[src/rtl/array.sv]
// Flop-based register array: height_p entries of width_p bits.
// One synchronous write port and one combinational read port share index_i.
// Storage clears asynchronously whenever reset_n_i is low. Out-of-range
// indices (non-power-of-two heights) ignore writes and read as zero.
module array #(
    parameter int width_p  = 8,
    parameter int height_p = 4
) (
    input  logic                        clk_i,
    input  logic                        reset_n_i,
    input  logic                        w_v_i,
    input  logic [$clog2(height_p)-1:0] index_i,
    input  logic [width_p-1:0]          data_i,
    output logic [width_p-1:0]          data_o
);

    localparam int idx_w_lp = $clog2(height_p);

    logic [width_p-1:0] r_mem [height_p];
    logic [width_p-1:0] w_rd_data;

    // Storage update: async clear, then a single decoded write per enabled cycle.
    // NOTE: the entries live in flops rather than a RAM macro, so clearing every
    // word in the async reset branch is legal and gives immediate zeros.
    always_ff @(posedge clk_i or negedge reset_n_i) begin
        if (!reset_n_i) begin
            for (int i = 0; i < height_p; i++) begin
                r_mem[i] <= '0;
            end
        end else if (w_v_i) begin
            for (int i = 0; i < height_p; i++) begin
                if (index_i == idx_w_lp'(i)) begin
                    r_mem[i] <= data_i;
                end
            end
        end
    end

    // Read mux: a compare per entry, so an index beyond height_p matches nothing.
    // NOTE: the zero default ahead of the loop keeps this purely combinational;
    // without it an unmatched index would leave w_rd_data unassigned (a latch).
    always_comb begin
        w_rd_data = '0;
        for (int i = 0; i < height_p; i++) begin
            if (index_i == idx_w_lp'(i)) begin
                w_rd_data = r_mem[i];
            end
        end
    end

    assign data_o = w_rd_data;

endmodule

[config.mk]
export PLATFORM = sky130hd
export DESIGN_NAME = array
export DESIGN_NICKNAME = d
export VERILOG_FILES = /design/src/rtl/array.sv
export SDC_FILE = /design/constraint.sdc
export NUM_CORES = 1
export LEC_CHECK = 0
export BUFFER_PORTS_ARGS = -buffer_cell sky130_fd_sc_hd__buf_2
export CAP_MARGIN = 15
export CORE_MARGIN = 1
export CORE_UTILIZATION = 55
export DETAILED_ROUTE_END_ITERATION = 6
export GPL_TIMING_DRIVEN = 0
export HOLD_SLACK_MARGIN = 0.12
export PLACE_DENSITY = 0.81
export SYNTH_ARGS = -nofsm -noshare
export SYNTH_HDL_FRONTEND = slang
export SYNTH_SLANG_ARGS = --single-unit
[constraint.sdc]
create_clock -name clk_i -period 1.2 [get_ports clk_i]
set_clock_uncertainty 0.1 [all_clocks]
set_input_delay 0.06 -clock clk_i [delete_from_list [all_inputs] [get_ports clk_i]]
set_output_delay 0.06 -clock clk_i [all_outputs]
set_load 0.01 [all_outputs]
==> results.sh, run 1 <==
export IMPL_status="finished, violations left"
export IMPL_violations="setup timing"
export IMPL_synth_seq_cells=32
export IMPL_finalCriticalPeriod_ns=1.494
export IMPL_synth_simple_gate_area_share_pct=3.616
export IMPL_drive_gt1_share_pct=64.66
export IMPL_criticalPathCategory="flip-flop to output port"
export IMPL_clkTransAtPathRegs_ns=0.10
export IMPL_design_power_total_mw=2.899
export IMPL_slowest_delay_ns=0.49
export IMPL_path_max_fanout=2
export IMPL_timing_final_ws_setup_ns=-0.2935
export IMPL_grt_max_degree=33
export IMPL_slowest_stage="mux4_2"
export IMPL_synth_cell_area_um2=1419
export IMPL_fp_dieH_um=52.79
export IMPL_drtIter0Drc=1
export IMPL_period_share_pct=124.5
export IMPL_whs_ns=0.09570
export IMPL_reg_top3="r_mem: 32 flops"
export IMPL_wl_per_cell_um=17.10
export IMPL_die_area_um2=2787
export IMPL_muxShareOfSynthArea_pct=38.62
export IMPL_antenna_found_initial=0
export IMPL_syn_nets=91
export IMPL_path_cells="mux4_2 -> buf_6"
export IMPL_synth_fa_ha_area_share_pct=0
export IMPL_synth_distinct_cells=9
export IMPL_final_cells=146
export IMPL_dp_cells=128
export IMPL_clk_latency_ns=0.31
export IMPL_cp_start_kind="flip-flop"
export IMPL_vias=821
export IMPL_core_um2=2455
export IMPL_drt_wl_total_um=2496
export IMPL_grt_usage_pct=22.56
export IMPL_r2r_cells=2
export IMPL_finalHoldViolations=0
export IMPL_top_register="r_mem"
export IMPL_regArea_um2=800.8
export IMPL_synth_top_family_by_area="multiplexers"
export IMPL_row_count=18
export IMPL_syn_instance_count=78
export IMPL_drt_drc_violations_left=0
export IMPL_synth_compound_area_share_pct=0
export IMPL_power_density_nw_per_um2=1635
export IMPL_dpl_hpwl_um=1623
export IMPL_grt_pass1_wl_um=4153
export IMPL_worstMarginPinSlew_ns=0.6966
export IMPL_rsz0062_at_grt="yes"
export IMPL_htree_num_levels=2
export IMPL_first_pass_iters=2
export IMPL_cts_hold_buf=9
export IMPL_cts_root_buffer="clkbuf_4"
export IMPL_min_path_cells=3
export IMPL_finalSetupViolations=8
export IMPL_gr_total_overflow=0
export IMPL_cp_arrival_ns=1.33
export IMPL_multi_input_area_um2=591.8
export IMPL_ys_warn_count=0
export IMPL_n_fill_cell=161
export IMPL_largest_reg_flops=32
export IMPL_first_global_vias=841
export IMPL_antenna_cells=0
export IMPL_fin_nets=128
export IMPL_end_kind="output port"
export IMPL_clock_sinks=32
export IMPL_crit_required_ns=1.04
export IMPL_postRouteAntennaNets=0
export IMPL_areaGrowthSynthToFinish_pct=24.96
export IMPL_start_util_pct=57.80
export IMPL_cap_violations=0
export IMPL_ys_seq_area_share_pct=56.44
export IMPL_ir_drop_uv=1526
export IMPL_syn_avg_cell_area_um2=18.19
export IMPL_cts_buffers=5
export IMPL_fmax_ghz=0.6696
export IMPL_slew_violations=0
export IMPL_relSlewSlack_pct=53.56
export IMPL_p_leak_nw=0.7785
export IMPL_fp_dieW_um=52.79
export IMPL_io_pins=21
export IMPL_portBuffers=20
export IMPL_hp_class="input port to flip-flop"
export IMPL_drt_vias_per_instance=5.623
export IMPL_synth_xor_area_share_pct=0
export IMPL_fin_util_pct=72.22
export IMPL_clk_path_buf_depth=2
export IMPL_gp_congestion=0.6485
export IMPL_cts_tree="yes"
what timing repair did:
item / CTS / global route
buffers inserted: 0 / 1
hold endpoints to repair: 64 / 8
endpoints found under the setup margin: 8 / 8
resized for setup: 3 / 4
power breakdown:
group	internal [mW]	switching, mW
clock	0.553	0.361
sequential	1.28	0.0980
combinational	0.393	0.214
critical path: cells and delay by family (launching register included):
family	cells	cell delay (ns)
flops	1	0.39
mux	1	0.49
buf+inv	1	0.14
logic make-up (layout without fill, tap and decap cells):
logic type,after synthesis,in the layout
buffers and inverters,2,40
DFF,32,32
muxes,40,40
and+or+nand+nor,4,4
cell usage in the layout (no fill, tap or decap):
cell type and instances:
mux2_2 32, dfrtp_1 32, buf_2 15, dlygate4sd3_1 9
mux4_2 8, buf_6 6, clkbuf_4 5, buf_4 2
nand3b_2 2, clkbuf_8 2, nand3_2 1, nor3b_4 1
bufinv_16 1
metal layers:
layer  global-route usage, %  part of all wire, %  vias to the layer above
li1                        -                    -                      373
met1                   30.37                   46                      433
met2                   33.33                   50                       13
met3                   8.696                  2.8                        2
met4                   7.895                 0.68                        0
met5                       0                    0                        -
path summary, 6_finish.rpt:
check                           start         to  slack (ns)
min in group asynchronous   reset_n_i  r_mem[31]        0.22
max in group asynchronous   reset_n_i   r_mem[8]        0.33
max reg2reg                 r_mem[18]  r_mem[18]        0.20
min reg2reg                  r_mem[3]   r_mem[3]        0.41
max                         r_mem[10]  data_o[2]       -0.29
min                        index_i[1]  r_mem[31]         0.1
synth_stat cells (all sizes together):
cell,number,share of area (%)
dfrtp,32,56
mux2,32,25
mux4,8,13
buf,2,1.3
nand3b,2,1.6
nand3,1,0.71
nor3b,1,1.3
metrics by stage:
step	TNS [ns]	instance area, um^2	setup WS (ns)
detailed placement	-1.389	1556	-0.1312
finish	-2.252	1773	-0.2935
global placement	-0.8273	1556	-0.08820
floorplan	0	1419	0.1488
CTS	-2.357	1740	-0.3086
global route	-2.758	1773	-0.3675
layout make-up:
cell class | count | share of cell area [%]
sequential | 32 | 45.17
buffer | 2 | 1.059
tap | 30 | 2.117
multi-input combinational | 44 | 33.38
timing repair buffer | 30 | 12.91
clock buffer | 7 | 3.670
clock inverter | 1 | 1.694
No activity file was read; power rests on OpenSTA's default activity.
==> run 2: changes to the inputs <==
Settings changed: MAX_ROUTING_LAYER set to met4, TNS_END_PERCENT set to 20.
==> run 2 against run 1 <==
Effect of this change: the flow still finishes with violations (setup timing); clock-buffer cell count unchanged; via count decreased by 0.24%; first-iteration DRC count is the same; combinational power decreased by 2%; critical path depth unchanged; worst hold slack got worse by 0.0050 ns; non-clock buffer count decreased by 1; clock power about the same; sequential cell count did not move; total power shrank 0.34%.
==> results.sh, run 2 (synthesized netlist as in run 1, its figures left out) <==
export IMPL_status="finished, violations left"
export IMPL_violations="setup timing"
export IMPL_slowest_stage="mux4_2"
export IMPL_drive_gt1_share_pct=64.35
export IMPL_htree_num_levels=2
export IMPL_end_kind="output port"
export IMPL_finalSetupViolations=8
export IMPL_wl_per_cell_um=17.01
export IMPL_p_sw_share_pct=23.19
export IMPL_start_util_pct=57.80
export IMPL_grt_usage_pct=22.91
export IMPL_combPwrFrac_pct=20.6
export IMPL_drt_wl_total_um=2467
export IMPL_cts_buffers=5
export IMPL_period_share_pct=124.8
export IMPL_cp_start_kind="flip-flop"
export IMPL_drt_vias_per_instance=5.648
export IMPL_postRouteAntennaNets=0
export IMPL_worstMarginPinSlew_ns=0.6941
export IMPL_grt_max_degree=33
export IMPL_reg_top3="r_mem: 32 flops"
export IMPL_drt_drc_violations_left=0
export IMPL_areaGrowthSynthToFinish_pct=24.43
export IMPL_portBuffers=20
export IMPL_slowest_delay_ns=0.47
export IMPL_cts_tree="yes"
export IMPL_cap_violations=0
export IMPL_antenna_found_initial=0
export IMPL_timing_final_ws_setup_ns=-0.2971
export IMPL_cts_root_buffer="clkbuf_4"
export IMPL_finalHoldViolations=0
export IMPL_hp_class="input port to flip-flop"
export IMPL_finalCriticalPeriod_ns=1.497
export IMPL_clk_path_buf_depth=2
export IMPL_clkTransAtPathRegs_ns=0.11
export IMPL_vias=819
export IMPL_row_count=18
export IMPL_core_um2=2455
export IMPL_cts_hold_buf=9
export IMPL_grt_pass1_wl_um=4140
export IMPL_power_density_nw_per_um2=1637
export IMPL_path_max_fanout=2
export IMPL_first_global_vias=849
export IMPL_fmax_ghz=0.6679
export IMPL_cp_arrival_ns=1.34
export IMPL_top_register="r_mem"
export IMPL_clock_sinks=32
export IMPL_fin_util_pct=71.92
export IMPL_rrSetupSlack_ns=0.32
export IMPL_whs_ns=0.09069
export IMPL_path_cells="mux4_2 -> buf_6"
export IMPL_ir_drop_uv=1525
export IMPL_fin_nets=127
export IMPL_dpl_hpwl_um=1623
export IMPL_post_cts_setup_buffers=0
export IMPL_clk_latency_ns=0.31
export IMPL_die_area_um2=2787
export IMPL_mostFrequentLayoutCells="mux2_2, dfrtp_1, buf_2"
export IMPL_criticalPathCategory="flip-flop to output port"
export IMPL_rsz0062_at_grt="yes"
export IMPL_clockPowerShare_pct=31.7
export IMPL_crit_required_ns=1.04
export IMPL_antenna_cells=0
export IMPL_p_leak_nw=0.7736
export IMPL_switchingPower_mw=0.6700
export IMPL_io_pins=21
export IMPL_drtIter0Drc=1
export IMPL_fp_dieW_um=52.79
export IMPL_first_pass_iters=2
export IMPL_gp_congestion=0.6542
export IMPL_gr_total_overflow=0
export IMPL_relSlewSlack_pct=53.72
export IMPL_largest_reg_flops=32
export IMPL_slew_violations=0
export IMPL_power_frac_seq_pct=47.7
export IMPL_power_internal_mw=2.220
export IMPL_fp_dieH_um=52.79
==> run 2: cell types whose count changed in the layout (fill, tap and decap cells not counted), sizes merged <==
cell and change:
buf -1
==> run 2: timing repair <==
action | CTS | global route
endpoints found under the setup margin | 8 | 8
endpoints found under the hold margin | 64 | 8
gates resized for setup | 3 | 4
==> run 2: cell type report <==
class	count	area (um^2)
sequential	32	800.8
buffer	2	18.77
timing repair buffer	29	221.5
multi-input combinational	44	591.8
clock inverter	1	30.03
tap	30	37.54
clock buffer	7	65.06
fill	163	689.4
==> run 2: through the flow <==
step                TNS, ns  power [mW]  cells  instance area (um^2)  setup WS (ns)
CTS                  -2.357       2.877    145                  1740        -0.3086
global route         -2.711       3.035    145                  1765        -0.3614
global placement    -0.8273       1.879    128                  1556       -0.08820
finish               -2.266       2.890    145                  1765        -0.2971
detailed placement   -1.389       1.923    128                  1556        -0.1312
floorplan                 0       1.730     78                  1419         0.1488
==> run 2: final timing paths <==
kind	start	endpoint	cells past startpoint
setup / recovery	r_mem[11]	data_o[3]	2
hold / removal	index_i[1]	r_mem[31]	3
setup reg to reg	r_mem[29]	r_mem[29]	1
hold reg to reg	r_mem[16]	r_mem[16]	1
max in group asynchronous	reset_n_i	r_mem[0]	2
min in group asynchronous	reset_n_i	r_mem[31]	2
==> run 2: per-layer routing <==
layer / vias to the layer above / GRT usage [%] / wire (um)
met5: - / - / 0
met4: 0 / 9.211 / 36
met3: 4 / 6.957 / 77
met2: 14 / 33.33 / 1246
met1: 430 / 30.18 / 1107
li1: 371 / - / -
==> run 2: critical path, delay by kind of cell, from the launching register on <==
| family | cells | cell delay [ns] |
|---|---|---|
| multiplexers | 1 | 0.47 |
| flip-flops | 1 | 0.40 |
| buffers and inverters | 1 | 0.14 |
==> run 2: power by group through the flow <==
| stage | Clock, mW | Sequential [mW] | Combinational (mW) |
|---|---|---|---|
| 2_1_floorplan | 0 | 1.36 | 0.370 |
| 3_3_place_gp | 0 | 1.38 | 0.501 |
| 3_5_place_dp | 0 | 1.40 | 0.525 |
| 4_1_cts | 0.938 | 1.38 | 0.561 |
| 5_1_grt | 0.987 | 1.40 | 0.644 |
| 6_report | 0.917 | 1.38 | 0.595 |
==> run 3: changes to the inputs <==
Settings changed: ABC_AREA set to 1, CORE_UTILIZATION 55 to 56, PLACE_DENSITY 0.81 to 0.82, TNS_END_PERCENT 20 to 5.
==> run 3 against run 2 <==
Effect of this change: the flow still finishes with violations (setup timing); sequential cell count did not move; combinational power shrank 13%; worst setup slack better by 0.26 ns; sequential power shrank 3%; via count up 59%; non-clock buffer count grew 8; final cell count increased by 57%; design area is 3.5% higher; maximum frequency is 21% higher; synthesized cell count is 100% higher; global-route usage rose by 7.5 points; worst hold slack improved by 0.011 ns; critical path type unchanged.
==> results.sh, run 3 <==
export IMPL_syn_instance_count=159
export IMPL_tns_ns=-0.06076
export IMPL_slew_violations=0
export IMPL_synth_top_area_share_pct=52.76
export IMPL_status="finished, violations left"
export IMPL_design_power_total_mw=2.519
export IMPL_whs_ns=0.1016
export IMPL_cp_arrival_ns=1.07
export IMPL_end_kind="output port"
export IMPL_cts_root_buffer="clkbuf_4"
export IMPL_finalHoldViolations=0
export IMPL_cts_tree="yes"
export IMPL_top_register="r_mem"
export IMPL_cap_violations=0
export IMPL_synth_edf_count=0
export IMPL_drive_gt1_share_pct=26.77
export IMPL_timing_final_ws_setup_ns=-0.03383
export IMPL_synth_compound_area_share_pct=13.03
export IMPL_fin_nets=210
export IMPL_areaGrowthSynthToFinish_pct=20.36
export IMPL_final_cells=228
export IMPL_hp_class="input port to flip-flop"
export IMPL_ir_drop_uv=1023
export IMPL_fp_dieW_um=54.06
export IMPL_first_pass_iters=5
export IMPL_antenna_found_initial=0
export IMPL_power_density_nw_per_um2=1379
export IMPL_antenna_cells=0
export IMPL_synth_fa_ha_area_share_pct=0
export IMPL_synth_top_area_cell="dfrtp_1"
export IMPL_fp_dieH_um=54.06
export IMPL_worstMarginPinSlew_ns=0.6920
export IMPL_row_count=18
export IMPL_synth_distinct_cells=13
export IMPL_grt_usage_pct=30.44
export IMPL_syn_avg_cell_area_um2=9.545
export IMPL_crit_required_ns=1.04
export IMPL_path_cells="nand3_1 -> nand4_1 -> buf_2"
export IMPL_gp_congestion=0.8455
export IMPL_violations="setup timing"
export IMPL_synth_cell_area_um2=1518
export IMPL_reg_top3="r_mem: 32 flops"
export IMPL_core_um2=2522
export IMPL_rsz0062_at_grt="yes"
export IMPL_period_share_pct=102.8
export IMPL_crit_cells=3
export IMPL_first_global_vias=1219
export IMPL_path_max_fanout=2
export IMPL_clock_sinks=32
export IMPL_synth_top_family_by_area="simple AND/OR/NAND/NOR gates"
export IMPL_slowest_delay_ns=0.39
export IMPL_drt_drc_violations_left=0
export IMPL_p_leak_nw=0.8889
export IMPL_finalCriticalPeriod_ns=1.234
export IMPL_n_fill_cell=212
export IMPL_io_pins=21
export IMPL_crit_start="r_mem[17]"
export IMPL_syn_nets=172
export IMPL_synthArstFlopShare_pct=100.0
export IMPL_dpl_hpwl_um=2239
export IMPL_drt_wl_total_um=3602
export IMPL_postRouteAntennaNets=0
export IMPL_portBuffers=20
export IMPL_ys_flop_type="dfrtp_1"
export IMPL_synth_common_cells="nand2_1, dfrtp_1, nand3_1, o21ai_1, o21ai_2"
export IMPL_fmax_ghz=0.8105
export IMPL_drt_vias_per_instance=5.719
export IMPL_largest_reg_flops=32
export IMPL_synthTopCellsByArea="dfrtp_1, nand2_1, nand3_1"
export IMPL_grt_pass1_wl_um=5878
export IMPL_synth_xor_area_share_pct=0
export IMPL_rr_startpoint="r_mem[17]"
export IMPL_timing_rr_end="r_mem[17]"
export IMPL_synth_simple_gate_area_share_pct=26.63
export IMPL_cp_start_kind="flip-flop"
export IMPL_start_util_pct=60.17
export IMPL_cp_endpoint="data_o[1]"
export IMPL_synth_seq_cells=32
export IMPL_cts_buffers=5
export IMPL_rrSetupSlack_ns=0.36
export IMPL_ys_seq_area_share_pct=52.76
export IMPL_dp_cells=209
export IMPL_yosysMostFrequentCell="nand2_1"
export IMPL_grt_max_degree=33
export IMPL_die_area_um2=2922
export IMPL_critPathBufInv=1
export IMPL_muxShareOfSynthArea_pct=0
export IMPL_cp_top_family="flip-flops"
export IMPL_clk_latency_ns=0.33
export IMPL_pre_cts_ws_ns=0.01153
export IMPL_criticalPathCategory="flip-flop to output port"
export IMPL_ys_warn_count=0
export IMPL_final_common_cell="nand2_1"
export IMPL_gr_total_overflow=0
export IMPL_slowest_stage="dfrtp_1"
export IMPL_finalSetupViolations=4
export IMPL_wl_per_cell_um=15.80
export IMPL_clk_path_buf_depth=2
export IMPL_mostFrequentLayoutCells="nand2_1, dfrtp_1, nand3_1"
export IMPL_htree_num_levels=2
export IMPL_clkTransAtPathRegs_ns=0.10
export IMPL_relSlewSlack_pct=53.87
export IMPL_vias=1304
export IMPL_drtIter0Drc=68
export IMPL_r2r_cells=3
==> run 3: power by group <==
part	internal, mW	switching (mW)
clock network	0.289	0.367
logic	0.228	0.291
registers	1.25	0.0954
total	1.77	0.754
==> run 3: cell type report <==
| class | instances | area [um^2] | share of cell area (%) |
|---|---|---|---|
| Buffer | 8 | 77.57 | 4.247 |
| Sequential cell | 32 | 800.8 | 43.84 |
| Clock buffer | 8 | 58.81 | 3.219 |
| Multi-Input combinational cell | 109 | 606.8 | 33.22 |
| Timing Repair Buffer | 31 | 207.7 | 11.37 |
| Tap cell | 30 | 37.54 | 2.055 |
| Inverter | 10 | 37.54 | 2.055 |
==> run 3: worst min-delay path: cells and delay by family <==
family                 cells  cell delay [ns]
buffers and inverters      2             0.20
AND/OR/NAND/NOR            2             0.19
AO/OA/AOI/OAI              1             0.06
==> run 3: per-layer routing <==
| layer | wire (um) | track usage, % | vias up | part of all wire [%] |
|---|---|---|---|---|
| met5 | 0 | - | - | 0 |
| met4 | 78 | 13.25 | 0 | 2.2 |
| met3 | 281 | 7.062 | 10 | 7.8 |
| met2 | 1684 | 43.00 | 58 | 47 |
| met1 | 1558 | 41.67 | 617 | 43 |
| li1 | - | - | 619 | - |
==> run 3: timing repair <==
action / in CTS / in global routing
hold buffers: 10 / 0
setup endpoints to repair: 7 / 8
gates cloned: 0 / 0
buffers inserted: 0 / 1
resized for setup: 0 / 1
endpoints found under the hold margin: 64 / 0
pin swaps: 7 / 4
==> run 3: metrics by stage <==
step	util, %	area [um^2]
floorplan	-	1518
global placement	65.63	1655
detailed placement	65.63	1655
CTS	71.92	1814
global route	72.42	1827
finish	72.42	1827
==> run 3: logic make-up after synthesis <==
kind of cell,count (synthesis)
buffers and inverters,18
AND/OR/NAND/NOR,77
flip-flops,32
AO/OA/AOI/OAI,32
==> run 3: worst min path at each step <==
stage	from	endpoint	slack, ns	cells after the start
detailed placement	reset_n_i	r_mem[28]	0.04	1
global route	index_i[1]	r_mem[23]	0.12	5
CTS	index_i[1]	r_mem[20]	0.09	5
finish	index_i[1]	r_mem[23]	0.10	5
floorplan	reset_n_i	r_mem[0]	-0.34	0
global placement	reset_n_i	r_mem[28]	0.03	1
